===== config.mk =====
export PLATFORM = sky130hd
export DESIGN_NAME = fft_bitrev_buffer_flat
export DESIGN_NICKNAME = d
export VERILOG_FILES = /design/src/rtl/fft_bitrev_buffer_if.sv /design/src/rtl/fft_bitrev_buffer.sv /design/src/flat_wrapper.sv
export SDC_FILE = /design/constraint.sdc
export NUM_CORES = 1
export LEC_CHECK = 0
export ABC_AREA = 1
export CAP_MARGIN = 30
export CORE_MARGIN = 2
export CORE_UTILIZATION = 46
export CTS_CLUSTER_DIAMETER = 80
export DETAILED_ROUTE_END_ITERATION = 10
export PLACE_DENSITY = 0.88
export SLEW_MARGIN = 20
export SYNTH_ARGS = -nofsm -noshare
export SYNTH_HDL_FRONTEND = slang
export SYNTH_SLANG_ARGS = --single-unit

===== constraint.sdc =====
create_clock -name clk -period 3.1 [get_ports clk]
set_input_delay 0.62 -clock clk [delete_from_list [all_inputs] [get_ports clk]]
set_output_delay 0.62 -clock clk [all_outputs]
set_load 0.02 [all_outputs]

===== src/rtl/fft_bitrev_buffer_if.sv =====
// fft_bitrev_buffer_if: sample stream handshakes and dual-port RAM wiring for the bit-reversal buffer
interface fft_bitrev_buffer_if #(
  parameter int DATA_W = 16,
  parameter int ADDR_W = 5
);
  logic              in_valid;
  logic [DATA_W-1:0] in_data;
  logic              in_ready;
  logic              out_valid;
  logic [DATA_W-1:0] out_data;
  logic              out_last;
  logic              out_ready;
  logic              ram_ena;
  logic [ADDR_W-1:0] ram_addra;
  logic [DATA_W-1:0] ram_dia;
  logic              ram_enb;
  logic [ADDR_W-1:0] ram_addrb;
  logic [DATA_W-1:0] ram_dob;
  modport slave (
    input  in_valid, in_data, out_ready, ram_dob,
    output in_ready, out_valid, out_data, out_last,
    output ram_ena, ram_addra, ram_dia, ram_enb, ram_addrb
  );
  modport master (
    output in_valid, in_data, out_ready, ram_dob,
    input  in_ready, out_valid, out_data, out_last,
    input  ram_ena, ram_addra, ram_dia, ram_enb, ram_addrb
  );
endinterface


===== src/rtl/fft_bitrev_buffer.sv =====
// fft_bitrev_buffer: writes one frame into RAM at bit-reversed addresses, then streams it back in natural order
module fft_bitrev_buffer #(
  parameter int DATA_W = 16,
  parameter int ADDR_W = 5
) (
  input logic                clk,
  input logic                rst_n,
  fft_bitrev_buffer_if.slave io
);
  typedef enum logic {LOAD, DRAIN} state_e;
  state_e            state_q, state_d;
  logic [ADDR_W-1:0] wr_cnt_q, wr_cnt_d, rev;
  logic [ADDR_W:0]   rd_cnt_q, rd_cnt_d;
  logic              inflight_q, inflight_d, inflight_last_q, inflight_last_d;
  logic [DATA_W-1:0] mem_q [2];
  logic [1:0]        last_q;
  logic [1:0]        count_q, count_d;
  logic              rd_ptr_q, wr_ptr_q;
  logic              in_fire, issue, pop, push;
  for (genvar i = 0; i < ADDR_W; i++) begin : g_rev
    assign rev[i] = wr_cnt_q[ADDR_W-1-i];
  end
  always_comb begin
    in_fire         = state_q == LOAD && io.in_valid;
    pop             = count_q != 2'd0 && io.out_ready;
    push            = inflight_q;
    // a pop in this cycle frees a slot, which keeps the stream at one sample per cycle
    issue           = state_q == DRAIN && !rd_cnt_q[ADDR_W]
                      && ({1'b0, count_q} + {2'b0, inflight_q} - {2'b0, pop}) < 3'd2;
    state_d         = (in_fire && &wr_cnt_q) ? DRAIN
                    : (pop && last_q[rd_ptr_q]) ? LOAD : state_q;
    wr_cnt_d        = in_fire ? wr_cnt_q + 1'b1 : wr_cnt_q;
    rd_cnt_d        = (pop && last_q[rd_ptr_q]) ? '0 : issue ? rd_cnt_q + 1'b1 : rd_cnt_q;
    inflight_d      = issue;
    inflight_last_d = issue && &rd_cnt_q[ADDR_W-1:0];
    count_d         = count_q + {1'b0, push} - {1'b0, pop};
  end
  always_ff @(posedge clk) begin
    if (!rst_n) begin
      state_q         <= LOAD;
      wr_cnt_q        <= '0;
      rd_cnt_q        <= '0;
      inflight_q      <= 1'b0;
      inflight_last_q <= 1'b0;
      count_q         <= '0;
      rd_ptr_q        <= 1'b0;
      wr_ptr_q        <= 1'b0;
      mem_q[0]        <= '0;
      mem_q[1]        <= '0;
      last_q          <= '0;
    end else begin
      state_q         <= state_d;
      wr_cnt_q        <= wr_cnt_d;
      rd_cnt_q        <= rd_cnt_d;
      inflight_q      <= inflight_d;
      inflight_last_q <= inflight_last_d;
      count_q         <= count_d;
      rd_ptr_q        <= rd_ptr_q ^ pop;
      wr_ptr_q        <= wr_ptr_q ^ push;
      if (push) begin
        mem_q[wr_ptr_q]  <= io.ram_dob;
        last_q[wr_ptr_q] <= inflight_last_q;
      end
    end
  end
  assign io.in_ready  = state_q == LOAD;
  assign io.ram_ena   = in_fire;
  assign io.ram_addra = in_fire ? rev : '0;
  assign io.ram_dia   = in_fire ? io.in_data : '0;
  assign io.ram_enb   = issue;
  assign io.ram_addrb = issue ? rd_cnt_q[ADDR_W-1:0] : '0;
  assign io.out_valid = count_q != 2'd0;
  assign io.out_data  = mem_q[rd_ptr_q];
  assign io.out_last  = count_q != 2'd0 && last_q[rd_ptr_q];
endmodule

===== src/flat_wrapper.sv =====
// flat-port wrapper written by rule: the top's interface ports become plain ports
module fft_bitrev_buffer_flat 
#(
  parameter int DATA_W = 16,
  parameter int ADDR_W = 5
)
  (clk, rst_n, io_in_valid, io_in_data, io_out_ready, io_ram_dob, io_in_ready, io_out_valid, io_out_data, io_out_last, io_ram_ena, io_ram_addra, io_ram_dia, io_ram_enb, io_ram_addrb);
  fft_bitrev_buffer_if #(.DATA_W(DATA_W), .ADDR_W(ADDR_W)) io_i ();
  input logic clk;
  input logic rst_n;
  input wire logic [$bits(io_i.in_valid)-1:0] io_in_valid;
  input wire logic [$bits(io_i.in_data)-1:0] io_in_data;
  input wire logic [$bits(io_i.out_ready)-1:0] io_out_ready;
  input wire logic [$bits(io_i.ram_dob)-1:0] io_ram_dob;
  output wire logic [$bits(io_i.in_ready)-1:0] io_in_ready;
  output wire logic [$bits(io_i.out_valid)-1:0] io_out_valid;
  output wire logic [$bits(io_i.out_data)-1:0] io_out_data;
  output wire logic [$bits(io_i.out_last)-1:0] io_out_last;
  output wire logic [$bits(io_i.ram_ena)-1:0] io_ram_ena;
  output wire logic [$bits(io_i.ram_addra)-1:0] io_ram_addra;
  output wire logic [$bits(io_i.ram_dia)-1:0] io_ram_dia;
  output wire logic [$bits(io_i.ram_enb)-1:0] io_ram_enb;
  output wire logic [$bits(io_i.ram_addrb)-1:0] io_ram_addrb;
  assign io_i.in_valid = io_in_valid;
  assign io_i.in_data = io_in_data;
  assign io_i.out_ready = io_out_ready;
  assign io_i.ram_dob = io_ram_dob;
  assign io_in_ready = io_i.in_ready;
  assign io_out_valid = io_i.out_valid;
  assign io_out_data = io_i.out_data;
  assign io_out_last = io_i.out_last;
  assign io_ram_ena = io_i.ram_ena;
  assign io_ram_addra = io_i.ram_addra;
  assign io_ram_dia = io_i.ram_dia;
  assign io_ram_enb = io_i.ram_enb;
  assign io_ram_addrb = io_i.ram_addrb;
  fft_bitrev_buffer #(.DATA_W(DATA_W), .ADDR_W(ADDR_W)) u_core (.clk(clk), .rst_n(rst_n), .io(io_i));
endmodule

* Word level (Yosys, flattened, before mapping)
Memory sizes are Yosys's and may differ from the RTL's. A register that Yosys moved wholly into a read port is not among the register bits.
Cells that the tools add are included.
** Storage, ports and cells
- Bits in registers :: 20
- Bits in latches :: 0
- Bits in writable memories :: 32
- Bits in read-only memories :: 0
- Input bits :: 36
- Output and inout port bits :: 47
- Word-level logic and storage cells :: 58
- Memories kept :: 1
** Operators by class
- Add/sub/neg operators :: 6
- Multiply operators :: 0
- Div/mod/pow operators :: 0
- $lt $le $gt $ge :: 4
- Equality and inequality tests :: 0
- Shift-type cells :: 0
- Multiplexer cells :: 18
- Bitwise logic cells :: 4
- Reduce and logical (&&, ||, !) cells :: 16
** Memories
- u_core.mem_q :: depth 2, width 16, read ports 1, clocked after Yosys merged registers in 1, write ports 2, line fft_bitrev_buffer.sv:15 : logic [DATA_W-1:0] mem_q [2];
** Operators with widths (count)
- $mux 16 :: 2
- $reduce_or 16->1 :: 1
- $mux 1 :: 12
- $mux 5 :: 2
- $reduce_and 5->1 :: 2
- $logic_and 1x1->1 :: 9
- $add 6x1->6 const B :: 1
- $add 5x1->5 const B :: 1
- $lt 1x2->1 const B :: 2
- $reduce_bool 2->1 :: 2
- $add 2x1->3 :: 1
- $lt 3x2->1 const B :: 1
- $sub 3x1->3 :: 1
- $add 2x1->2 :: 1
- $bwmux 2 :: 1
- $not 1->1 :: 2
- $reduce_or 2->1 :: 1
- $sub 2x1->2 :: 1
- $xor 1x1->1 :: 2
- $demux 1 s1 :: 1
- $ge 1x1->1 const B :: 1
- $logic_not 1->1 :: 1

* Depth between registers and ports, before layout
Gate-level depths: netlist of the first run.
- Word-level depth :: 6
- Mapped depth :: 15
- Mapped depth without buffers :: 15

* Least setup slack after synthesis of the first run
OpenSTA, ideal clock, no wires.
- Path kind :: input to output
- From :: input io_out_ready
- To :: output io_ram_addrb[1]
- Arrival time :: 2363 ps
- Data required time :: 2480 ps
- Slack :: 117 ps
- Cell stages on the path :: 12
- Buffers on the path :: 1
- Cell sequence :: inv_1 > nor2_4 > ha_1 > inv_1 > ha_1 > inv_1 > fa_1 > nand2_1 > nor2_2 > nand2_2 > buf_6 > nor2_1
** On the way
- Word-level cells in the longest chain between the ends :: 5
** RTL lines
- from (decl) :: line flat_wrapper.sv:13 : input wire logic [$bits(io_i.out_ready)-1:0] io_out_ready;
- $logic_and 1x1->1 :: line fft_bitrev_buffer.sv:25 : pop = count_q != 2'd0 && io.out_ready;
- $sub 3x1->3 :: line fft_bitrev_buffer.sv:29 : && ({1'b0, count_q} + {2'b0, inflight_q} - {2'b0, pop}) < 3'd2;
- $lt 3x2->1 :: line fft_bitrev_buffer.sv:29
- $logic_and 1x1->1 :: line fft_bitrev_buffer.sv:29
- $mux 5 :: line fft_bitrev_buffer.sv:71 : assign io.ram_addrb = issue ? rd_cnt_q[ADDR_W-1:0] : '0;
- to (decl) :: line flat_wrapper.sv:23 : output wire logic [$bits(io_i.ram_addrb)-1:0] io_ram_addrb;
No other way between the ends.

* Worst setup path in the final report of the first run
- From :: register u_core.count_q[0]
- To :: output io_ram_addrb[0]
** On the way
- Word-level cells in the longest chain between the ends :: 6
- Elaborated cells between the ends (all ways) :: 7
- Classes of those cells :: 2 x add/sub; 1 x order compare; 1 x mux; 3 x reduce/logical
** RTL lines
- from (decl) :: line fft_bitrev_buffer.sv:17 : logic [1:0] count_q, count_d;
- from (signal assigned) :: line fft_bitrev_buffer.sv:57 : count_q <= count_d;
- branches (longest 2 deep; another with $add 2x1->3)
- $sub 3x1->3 * :: line fft_bitrev_buffer.sv:29
- $lt 3x2->1 * :: line fft_bitrev_buffer.sv:29
- $logic_and 1x1->1 * :: line fft_bitrev_buffer.sv:29
- $mux 5 * :: line fft_bitrev_buffer.sv:71
Every way passes the cells marked *.

==> results of run 1 <==
## critical path, delay by kind of cell (launching register included)
family                     cells  cell delay [ns]
adders and majority gates      3             0.87
and+or+nand+nor                6             0.49
DFF                            1             0.36
buffers and inverters          5             0.30
## power breakdown
group          total [mW]  switching [mW]  internal [mW]
combinational       0.540           0.262          0.278
clock               0.386           0.225          0.161
sequential          0.803          0.0206          0.782
total                1.73           0.508           1.22
## cell type report
cell class                 instances  area share
timing repair buffer              98       0.250
multi-input combinational        163       0.259
tap                               72      0.0245
sequential                        53       0.377
clock inverter                     3     0.00612
clock buffer                       5      0.0187
inverter                          63      0.0656
## layer usage
| layer | vias to the layer above | track usage | wire (um) | share of wire |
|---|---|---|---|---|
| li1 | 1075 | - | - | - |
| met5 | - | 0 | 0 | 0 |
| met3 | 5 | 0.0284 | 222 | 0.043 |
| met2 | 56 | 0.316 | 2720 | 0.52 |
| met1 | 934 | 0.216 | 2230 | 0.43 |
| met4 | 0 | 0.0421 | 43 | 0.0083 |
## kinds of logic after synthesis
family	share of synthesized area
adder cells (fa/ha/maj)	0.0467
XOR/XNOR	0.00341
multiplexers	0.0701
AND/OR/NAND/NOR	0.185
AO/OA/AOI/OAI	0.0419
buffers and inverters	0.115
flip-flops	0.537
## flip-flops by register name, summed over array words and instances (netlist names), named ones only
register and count:
u_core.rd_cnt_q 6, u_core.inflight_last_q 1, u_core.wr_cnt_q 5, u_core.inflight_q 1
u_core.rd_ptr_q 1, u_core.mem_q 32, u_core.wr_ptr_q 1, u_core.count_q 2
u_core.state_q 1, u_core.last_q 2
## cell usage in the layout (no fill, tap or decap), drive strengths merged
| cell type | instances |
|---|---|
| inv | 63 |
| edfxtp | 32 |
| buf | 23 |
| clkdlybuf4s50 | 75 |
| nor2 | 72 |
| nand4 | 1 |
| ha | 8 |
| nand3 | 4 |
| dfxtp | 21 |
| clkbuf | 5 |
| xor2 | 1 |
| fa | 1 |
| clkinv | 3 |
| o21ai | 9 |
| nor3 | 2 |
| mux2 | 16 |
| nand2 | 38 |
| a21oi | 11 |
## through the flow
| step | hold slack (ns) | power (mW) |
|---|---|---|
| floorplan | 0.429 | 1.08 |
| global placement | 0.451 | 1.28 |
| detailed placement | 0.456 | 1.29 |
| CTS | 0.474 | 1.72 |
| global route | 0.483 | 1.82 |
| finish | 0.464 | 1.73 |
## worst max path at each step
stage,to,depth (start not counted),slack (ns),start
5_1_grt,io_ram_addrb[0],14,-0.006,u_core.count_q[0]
6_report,io_ram_addrb[0],14,0.13,u_core.count_q[0]
3_3_place_gp,io_ram_addrb[0],15,-0.77,io_out_ready
4_1_cts,io_ram_addrb[0],14,0.004,u_core.count_q[1]
2_1_floorplan,io_ram_addrb[1],12,0.12,io_out_ready
3_5_place_dp,io_ram_addrb[0],15,-0.84,io_out_ready
## what timing repair did
action / in CTS / in global routing
pin swaps: 7 / 7
gates cloned: 1 / 0
buffers inserted: 3 / 1
gates resized for setup: 42 / 8
setup endpoints to repair: 6 / 6
==> impl_metrics.toml, run 1 <==
[timing]
worst_pin_slew_ns = 0.505
timing.final.crit_period_ns = 2.97
max_freq_mhz = 337
setup_viol = 0
slew_violations = 0
finalHoldViolCount = 0
clock_skew_ns = 0.00482
fin_tns_setup_ns = 0
relSlewSlack = 0.662
layout_setup_ws_ns = 0.129
fin_crit_sh = 0.958

[route]
viasPerCell = 4.53
drt_iter0_drc = 87
drtPass1Iterations = 4
finalWirelength_um = 5210
ant_nets = 0
route.detailed.drc = 0
vias = 2070
route.detailed.wl_per_inst_um = 11.4

[floorplan]
placeableCoreArea_um2 = 5440
start_util = 0.473
io_pins = 83
die-area_um2 = 6200
fp.dieH_um = 78.7
std_cell_rows = 27
fp.dieW_um = 78.7

[critical_path]
crit_type = "flip-flop to output port"
worstPathCellList = "nor2_4, nor2_4, ha_4, inv_4, ha_4, inv_2, fa_1, nand2_2, nor2_4, nand2_4, inv_4, nand2_4, inv_2, buf_6"
crit_path_start_kind = "flip-flop"
cp_max_fo = 5
required_ns = 2.48
ff2ff_setup_slack_ns = 0.82
endpoint_kind = "output port"
r2r-end = "u_core.rd_cnt_q[5]"
crit_slowest_cell = "fa_1"
crit_path_frequent_cell = "nor2_4"
r2r-start = "u_core.count_q[0]"
r2r_cells = 15
cp.arrival_ns = 2.35
cpPeakStageDelay_ns = 0.53

[grt]
grt_max_degree = 29
grt_pass1_wl_um = 8590
grt_usage = 0.174
grt_overflow = 0
antenna_found_initial = 0
grt_pass1_vias = 1896

[clock_tree]
root_buffer = "clkbuf_8"
clock_latency_ns = 0.30
htree_levels = 2
cts-hold-fix-buffers = 0
clk_pin_slew_ns = 0.09
cts_tree = "yes"
cts.path.max_buffers = 2
cts_sinks = 53
numCtsBuffers = 5

[placed_design]
gp_congestion = 0.798
place_area_um2 = 3510
post-place-ws_ns = -0.844
dp_cells = 444
dp.final_hpwl_um = 3700
io_buffers = 82

[yosys]
ys_ff_latch = 53
ys_types = 24
synth_nets = 332
yosysWarningCount = 0
yosysTopAreaCell = "edfxtp_1"
synth_ff_type = "edfxtp_1"
syn-instance-count = 287
synth_top_area_frac = 0.374
synth_area_per_cell_um2 = 8.95
postSynth.asyncResetShare = 0
ys_top_cells_by_area = "edfxtp_1, dfxtp_1, nor2_1, inv_1, mux2_2"
yosys-top-cells-count = "nor2_1, inv_1, nand2_1"
yosysMostFrequentCell = "nor2_1"
syn_area_um2 = 2570
synth.yosys.seq_area_share = 0.537
synth_edf_count = 32

[power]
p_leak_nw = 1.61
p_per_area_nw_per_um2 = 470
ir_drop_mv = 0.480

[layout]
n_antenna_cell = 0
stdcell_area_um2 = 3680
drive_above_1_share = 0.184
finalNetCount = 429
final_util = 0.676
area_growth_pct = 43.1
nFillCells = 430
instances_no_fill = 457
multiInputGateArea_um2 = 951
regArea_um2 = 1390

[min_path]
hold_path_startpoint = "u_core.inflight_last_q"
hold_path_class = "flip-flop to flip-flop"
min_to = "u_core.last_q[1]"
hold_depth = 2

[status]
status = "completed"

[job]
drv_cap = 0
(Power assumes the default switching activity.)
==> run 2: changes to the inputs <==
--- a/config.mk
+++ b/config.mk
@@ -8,10 +8,11 @@
 export ABC_AREA = 1
 export CAP_MARGIN = 30
 export CORE_MARGIN = 2
-export CORE_UTILIZATION = 46
+export CORE_UTILIZATION = 62
 export CTS_CLUSTER_DIAMETER = 80
 export DETAILED_ROUTE_END_ITERATION = 10
-export PLACE_DENSITY = 0.88
+export DONT_BUFFER_PORTS = 1
+export PLACE_DENSITY = 0.86
 export SLEW_MARGIN = 20
 export SYNTH_ARGS = -nofsm -noshare
 export SYNTH_HDL_FRONTEND = slang
==> constraint.sdc (replaced) <==
create_clock -name clk -period 3.1 [get_ports clk]
set_input_delay 0.31 -clock clk [delete_from_list [all_inputs] [get_ports clk]]
set_output_delay 0.31 -clock clk [all_outputs]
set_load 0.02 [all_outputs]
==> run 2 against run 1 <==
Cell count down 26%; power is 15% lower; setup slack gained 0.047 ns; clock skew is 0.0024 ns lower; critical path depth shrank 1; non-clock buffer count shrank 98; clock power fell by 5.4%; sequential power increased by 2.7%; final area down 28%; worst hold slack got worse by 0.36 ns; die area down 25%; critical endpoint unchanged.
==> impl_metrics.toml, run 2 (synthesized netlist as in run 1, its figures left out) <==
[critical_path]
cp_top_family = "adder cells"
crit_path_start_kind = "flip-flop"
crit_type = "flip-flop to output port"
cp_max_fo = 12
crit_slowest_cell = "fa_1"
worstPathCellList = "nor2_2, nor2_4, ha_1, inv_1, ha_1, inv_1, fa_1, nand2_1, nor2_2, nand2_4, inv_4, nand2_1, inv_1"
startpoint = "u_core.count_q[1]"
path_buf_inv = 4
r2r-start = "u_core.count_q[1]"
cp.arrival_ns = 2.61
crit_path_frequent_cell = "inv_1"
required_ns = 2.79
endpoint_kind = "output port"
cpPeakStageDelay_ns = 0.49

[power]
power.internal_mw = 1.03
seqPwrFrac = 0.563
clockPowerShare = 0.249
combPwrFrac = 0.188
design_power_total_mw = 1.46
p_per_area_nw_per_um2 = 550
p_leak_nw = 1.19
p_sw_uw = 434
switching_share = 0.296
ir_drop_mv = 0.332

[layout]
drive_above_1_share = 0.126
stdcell_area_um2 = 2660
nFillCells = 329
layout_common_cells = "nor2_1, inv_1, nand2_1, edfxtp_1, dfxtp_1"
layout_commonest_cell = "nor2_1"
finalNetCount = 330
top_regs = "u_core.mem_q: 32 flops, u_core.rd_cnt_q: 6 flops, u_core.wr_cnt_q: 5 flops"
instances_no_fill = 336
area_growth_pct = 3.65
final_util = 0.666
largest_reg_flops = 32
largest-register = "u_core.mem_q"
n_antenna_cell = 0

[clock_tree]
cts-hold-fix-buffers = 0
clk_pin_slew_ns = 0.09
cts.path.max_buffers = 2
root_buffer = "clkbuf_8"
clock_latency_ns = 0.29
cts_setup_buffers = 0
cts_sinks = 53
cts_tree = "yes"
htree_levels = 2
numCtsBuffers = 5

[route]
route.detailed.drc = 0
vias = 1707
drtPass1Iterations = 4
viasPerCell = 5.08
route.detailed.wl_per_inst_um = 13.0
drt_iter0_drc = 127
ant_nets = 0
finalWirelength_um = 4360

[timing]
clock_skew_ns = 0.00238
slew_violations = 0
holdWs_ns = 0.109
fin_tns_setup_ns = 0
worst_pin_slew_ns = 0.711
rsz0062_at_grt = "false"
max_freq_mhz = 342
layout_setup_ws_ns = 0.176
finalHoldViolCount = 0
timing.final.crit_period_ns = 2.92
fin_crit_sh = 0.943
relSlewSlack = 0.525
setup_viol = 0

[grt]
grt_overflow = 0
grt_usage = 0.193
grt_max_degree = 29
antenna_found_initial = 0
grt_pass1_wl_um = 6590
grt_pass1_vias = 1533

[floorplan]
fp.dieH_um = 68.4
die-area_um2 = 4680
io_pins = 83
placeableCoreArea_um2 = 4000
fp.dieW_um = 68.4
std_cell_rows = 23
start_util = 0.642

[placed_design]
dp_cells = 328
dp.final_hpwl_um = 3070
post-place-ws_ns = 0.387
place_area_um2 = 2570
io_buffers = 0
gp_congestion = 0.701

[job]
drv_cap = 0

[min_path]
hold_path_class = "input pin to flip-flop"
hold_path_startpoint = "rst_n"

[status]
status = "completed"
run 2: final timing paths:
check,to,slack (ns),depth (start not counted)
max,io_ram_addrb[0],0.18,13
min,u_core.count_q[0],0.11,2
max reg2reg,u_core.rd_cnt_q[0],0.74,14
min reg2reg,u_core.last_q[1],0.48,2
run 2: area by class of cell:
| type | instances | area (um2) | share of cell area |
|---|---|---|---|
| tap | 50 | 62.6 | 0.0235 |
| inverter | 63 | 239 | 0.0897 |
| clock inverter | 2 | 10.0 | 0.00376 |
| multi-input combinational | 162 | 897 | 0.337 |
| sequential | 53 | 1380 | 0.519 |
| clock buffer | 6 | 72.6 | 0.0272 |
run 2: power by group through the flow:
stage	Sequential (mW)	Combinational, mW	Clock (mW)
floorplan	0.811	0.272	0
global placement	0.838	0.264	0
detailed placement	0.841	0.270	0
CTS	0.825	0.272	0.374
global route	0.832	0.303	0.401
finish	0.825	0.275	0.365
run 2: routing by layer:
metal / part of all wire / global-route usage / vias up
met5: 0 / 0 / -
met3: 0.040 / 0.0378 / 2
met1: 0.44 / 0.226 / 795
met2: 0.52 / 0.337 / 39
met4: 0.0046 / 0.0900 / 0
li1: - / - / 871
run 2: repair_timing:
item | 4_1_cts | 5_1_grt
hold endpoints to repair | 0 | 0
setup endpoints to repair | 0 | 4
resized for setup | 0 | 3
run 2: worst reg2reg max path: stages (launching register included):
cell and delay, ns:
dfxtp_2 0.36, nor2_2 0.17, nor2_4 0.06, ha_1 0.27
inv_1 0.06, ha_1 0.14, inv_1 0.05, fa_1 0.49
nand2_1 0.08, nor2_2 0.14, nand2_4 0.13, inv_4 0.14
nand2_1 0.08, nand2_1 0.06, nor2_1 0.04
